<file path="src/rtl/riscv_pipe_chain.sv">
// riscv_pipe_chain: configurable pipeline delay chain with a valid bit per
// stage, partial stall with bubble insertion, front-end flush, per-stage taps
// and a valid-stage occupancy count.
//
// Optional build macro: RISCV_PIPE_BUBBLE_ZERO_EN
//   defined   - any stage whose next valid is 0 also loads a zero payload
//   undefined - only valid bits change; bubbles keep their payload
//
// DLY_FF is a simulation-only update delay. It has no functional effect and
// is only range-checked here.
module riscv_pipe_chain #(
  parameter int DLY_FF      = 1,
  parameter int DATA_WIDTH  = 32,
  parameter int DEPTH       = 6,
  parameter int STALL_DEPTH = 2,
  parameter int FLUSH_DEPTH = 3
) (
  input  logic                          clk,
  input  logic                          reset,
  input  logic                          stall_in,
  input  logic                          flush_in,
  input  logic                          valid_in,
  input  logic [DATA_WIDTH-1:0]         data_in,
  output logic                          valid_out,
  output logic [DATA_WIDTH-1:0]         data_out,
  output logic [DEPTH-1:0]              tap_valid_out,
  output logic [DEPTH*DATA_WIDTH-1:0]   tap_data_out,
  output logic [$clog2(DEPTH+1)-1:0]    occupancy_out
);

  localparam int OCC_W = $clog2(DEPTH + 1);

  // Reject configurations outside the supported ranges at elaboration.
  if (DLY_FF < 0 || DATA_WIDTH < 1 || DATA_WIDTH > 64 ||
      DEPTH < 1 || DEPTH > 16 ||
      STALL_DEPTH < 1 || STALL_DEPTH > DEPTH ||
      FLUSH_DEPTH < 0 || FLUSH_DEPTH > DEPTH) begin : g_bad_params
    $error("riscv_pipe_chain: parameter out of range");
  end

  logic [DEPTH-1:0]      r_v;
  logic [DATA_WIDTH-1:0] r_d [DEPTH];

  // What each stage would load in a plain advance.
  logic [DEPTH-1:0]      w_v_adv;
  logic [DATA_WIDTH-1:0] w_d_adv [DEPTH];

  // Final next-state after flush / stall / bubble rules.
  logic [DEPTH-1:0]      w_v_nxt;
  logic [DATA_WIDTH-1:0] w_d_nxt [DEPTH];

  logic [OCC_W-1:0]      w_occ;

  // Advance source per stage: stage 0 takes the input, others their predecessor.
  for (genvar k = 0; k < DEPTH; k++) begin : g_adv
    if (k == 0) begin : g_head
      assign w_v_adv[k] = valid_in;
      assign w_d_adv[k] = data_in;
    end else begin : g_body
      assign w_v_adv[k] = r_v[k-1];
      assign w_d_adv[k] = r_d[k-1];
    end
    assign tap_data_out[k*DATA_WIDTH +: DATA_WIDTH] = r_d[k];
  end

  // Next-state selection: flush beats stall, stall beats plain advance.
  always_comb begin
    // NOTE: every variable gets a default before any branch so no path can
    // leave it unassigned, which would otherwise infer a latch.
    w_v_nxt = w_v_adv;
    w_d_nxt = w_d_adv;
    if (flush_in) begin
      for (int k = 0; k < DEPTH; k++) begin
        if (k < FLUSH_DEPTH) begin
          w_v_nxt[k] = 1'b0;
        end
      end
    end else if (stall_in) begin
      for (int k = 0; k < DEPTH; k++) begin
        if (k < STALL_DEPTH) begin
          w_v_nxt[k] = r_v[k];
          w_d_nxt[k] = r_d[k];
        end else if (k == STALL_DEPTH) begin
          // Bubble stage: only the valid bit drops, payload stays put.
          w_v_nxt[k] = 1'b0;
          w_d_nxt[k] = r_d[k];
        end
      end
    end
`ifdef RISCV_PIPE_BUBBLE_ZERO_EN
    for (int k = 0; k < DEPTH; k++) begin
      if (!w_v_nxt[k]) begin
        w_d_nxt[k] = '0;
      end
    end
`endif
  end

  // Stage registers with synchronous reset.
  always_ff @(posedge clk) begin
    if (reset) begin
      r_v <= '0;
      // NOTE: the payload array is reset as well because the outputs must
      // read zero after reset; it is a register chain, not a RAM.
      for (int k = 0; k < DEPTH; k++) begin
        r_d[k] <= '0;
      end
    end else begin
      // NOTE: non-blocking updates so every stage samples its predecessor's
      // pre-edge value; blocking here would collapse the chain.
      r_v <= w_v_nxt;
      for (int k = 0; k < DEPTH; k++) begin
        r_d[k] <= w_d_nxt[k];
      end
    end
  end

  // Occupancy: popcount of the registered valid bits.
  always_comb begin
    w_occ = '0;
    for (int k = 0; k < DEPTH; k++) begin
      w_occ = w_occ + OCC_W'(r_v[k]);
    end
  end

  assign valid_out     = r_v[DEPTH-1];
  assign data_out      = r_d[DEPTH-1];
  assign tap_valid_out = r_v;
  assign occupancy_out = w_occ;

endmodule

</file>
<file path="config.mk">
export PLATFORM = sky130hd
export DESIGN_NAME = riscv_pipe_chain
export DESIGN_NICKNAME = d
export VERILOG_FILES = /design/src/rtl/riscv_pipe_chain.sv
export SDC_FILE = /design/constraint.sdc
export NUM_CORES = 1
export LEC_CHECK = 0
export CORE_MARGIN = 1
export CORE_UTILIZATION = 30
export DETAILED_ROUTE_END_ITERATION = 10
export DONT_BUFFER_PORTS = 1
export SLEW_MARGIN = 10
export SYNTH_ARGS = -nofsm -noshare
export SYNTH_HDL_FRONTEND = slang
export SYNTH_SLANG_ARGS = --single-unit
</file>
<file path="constraint.sdc">
create_clock -name clk -period 3.1 [get_ports clk]
set_clock_uncertainty 0.05 [all_clocks]
set_input_delay 0.31 -clock clk [delete_from_list [all_inputs] [get_ports clk]]
set_output_delay 0.31 -clock clk [all_outputs]
set_load 0.005 [all_outputs]
</file>
==> key figures <==
Outcome
  – Outcome: finished clean

STA
  – Crit path time final: 2950 ps
  – Slew Limit Fails: 0
  – Final period util: between 90 and 100%
  – Setup TNS: 0 ps
  – Endpoints failing setup: 0
  – Worst slew pin tran: 1070 ps
  – Hold slack: 24.6 ps
  – Max_slew headroom: between 20% and 30%
  – F_max: 339 MHz
  – Final hold violations: 0
  – RSZ-0062 raised after global routing: false

Power
  – VDD IR-drop max: 0.297 mV
  – Static Leakage: 3.17 nW
  – Pwr dens: 665 nW/um^2

Clock tree
  – Post-CTS Setup Repair Bufs: 0
  – Htree depth: 4
  – CTS clk-pin slew, worst paths: ~70 ps
  – Clk root buf: clkbuf_16
  – TritonCTS clock tree: built
  – Clock Latency Late Sink: 430 ps
  – Cts bufs inserted: 17
  – Clk sinks: 198
  – Clock buffer depth: 2

Floorplanning
  – Die area: 24200 um^2
  – Core box area: 22900 um^2
  – Row count: between 50 and 60
  – Die width: 156 um
  – Ports: roughly 270
  – Die Ht: about 160 um
  – Starting density of the core: 30.9%

Detailed routing
  – Starting DRT DRC Count: 255
  – Wire length per cell: 17.5 um
  – Drt drc: 0
  – Final wirelength: 16.1 mm
  – Antenna-violating nets left: 0
  – Vias: 3871
  – Via density: 4.20
  – First-pass DRT Iterations: 4

Critical path
  – Slowest-stage cell, CP: fa_1
  – Crit path top cell by count: fa_1
  – CP required: 2740 ps
  – Worst setup EP type: primary output
  – Critical path launch point type: flip-flop
  – CP cell instances: inv_1 -> fa_1 -> fa_1 -> inv_1 -> ha_1 -> fa_1
  – Largest fanout on the critical path: 3
  – Crit path max-delay family: adder cells
  – CP peak stage delay: ~510 ps
  – Critical path buffer and inverter count: 2
  – Worst setup path class: reg2out
  – CP arrival: 2590 ps

Synth
  – Dominant synthesized flop cell: dfxtp_1
  – Library cells used by synthesis: 20
  – Synth Cell Area: roughly 7100 um^2
  – Number of synthesized flops with an enable pin: 0
  – Post-synth top cells: dfxtp_1 (198), nand2b_1 (96), nor2b_1 (96)
  – Post-synthesis register bit count: 198
  – Sequential-to-total area share from yosys stat: 56.0%
  – Top post-synthesis cells by area: dfxtp_1 (56%), mux2i_1 (9.3%), nand2b_1 (8.5%)
  – Share of the synthesized area in the top cell type: 56.0%
  – Ys async rst share: 0%
  – Synth Warn #: 0
  – Cells after synthesis: 616
  – Cell taking the most area after synthesis: dfxtp_1
  – Most common cell in the synthesized netlist: dfxtp_1
  – Synth Net Count: about 660
  – Mean Syn Cell Area: 11.5 um^2

Global routing
  – First-pass GRT wire length: 23.4 mm
  – Vias in the first global route: between 3000 and 4000
  – GR peak layer: met2
  – GRT overflow: 0
  – Met1 usage: 16.2%
  – Largest net degree at the start of global routing: 130
  – GRT Total Usage: 13.0%
  – Initial antenna violation count: 0
  – Routing usage on met2: 21.3%
  – Met3 Track Usage GR: 3.64%

Cells and area
  – # fillers: 2279
  – Final #Nets: 637
  – Diode count: 0
  – Area grow syn2layout: 11.9%
  – Layout cells sized above 1: slightly above 6%
  – Post-Layout Cell Count: 922

Worst hold path
  – Hold Path Class: in2reg

Flow run
  – Max Cap Viol: 0

Place
  – Placed Cells: 853
  – Detail Placement HPWL: ~11 mm
  – Global placer's final weighted congestion: approximately 0.7
  – Number of port buffers: 0
[cell families after synthesis]
group / after synthesis / synth area share (%)
compound gates: 32 / 2.26
fa+ha+maj: 4 / 1.03
buf+inv: 84 / 8.59
flops: 198 / 56.0
mux: 66 / 9.33
simple gates: 232 / 22.8
[through the flow]
stage	power, mW	utilization, %	area [um^2]	setup slack (ps)
after floorplan	2.93	-	7080	657
final	5.26	34.6	7920	149
after CTS	5.34	34.6	7920	68.3
after detailed placement	2.91	30.1	6900	543
after global placement	2.91	30.1	6900	590
after global routing	5.46	34.6	7920	39.6
[cell type report]
cell class / count / area [um^2] / area share [%]
timing repair buffer: 37 / 388 / 4.90
inverter: 8 / 30.0 / 0.379
clock buffer: 18 / 439 / 5.54
tap: 313 / 392 / 4.94
multi-input combinational: 334 / 2510 / 31.7
clock inverter: 14 / 191 / 2.42
sequential: 198 / 3970 / 50.1
[report_power, final]
| part | internal (mW) | switching (mW) | total (mW) | leakage (nW) |
|---|---|---|---|---|
| logic | 0.126 | 0.103 | 0.229 | 1.27 |
| registers | 2.62 | 0.0682 | 2.68 | 1.61 |
| clock network | 1.32 | 1.03 | 2.35 | 0.296 |
[worst reg2reg max path, cell delays in order (launching register included)]
cell,delay [ps]
dfxtp_2,370
inv_1,80
nor4_1,270
dlygate4sd3_1,580
[what timing repair did]
item                                    4_1_cts  5_1_grt
hold buffers                                 37        0
endpoints found under the setup margin        0        1
resized for setup                             0        2
hold endpoints to repair                    149        0
[routing by layer]
layer | up-vias | share of wire [%]
li1 | 1953 | -
met1 | 1769 | 44
met2 | 136 | 48
met3 | 13 | 6.0
met4 | 0 | 1.4
met5 | - | 0
[layout by cell type, fill, tap and decap left out, types with 3 or more instances in the layout]
master / n
bufinv_16: 3
clkinv_4: 3
nand4bb_1: 32
dfxtp_1: 196
nand2b_1: 96
inv_1: 8
o21ai_1: 30
nor2b_1: 95
mux2i_1: 66
inv_8: 4
clkbuf_16: 17
fa_1: 3
dlygate4sd3_1: 36
clkinvlp_4: 4
[flip-flops by register name (all words and copies together), names as in the netlist]
register	cells
r_d	192
tap_valid_out	6
[path summary, 6_finish.rpt]
check | startpoint | end | slack (ps) | depth (start not counted)
min reg2reg | r_d[0][148] | r_d[0][180] | 430 | 1
max reg2reg | tap_valid_out[1] | tap_valid_out[2] | 1700 | 3
max | tap_valid_out[1] | occupancy_out[1] | 150 | 6
min | stall_in | r_d[0][95] | 20 | 2
Note: power is estimated with default switching activity, not from simulation.
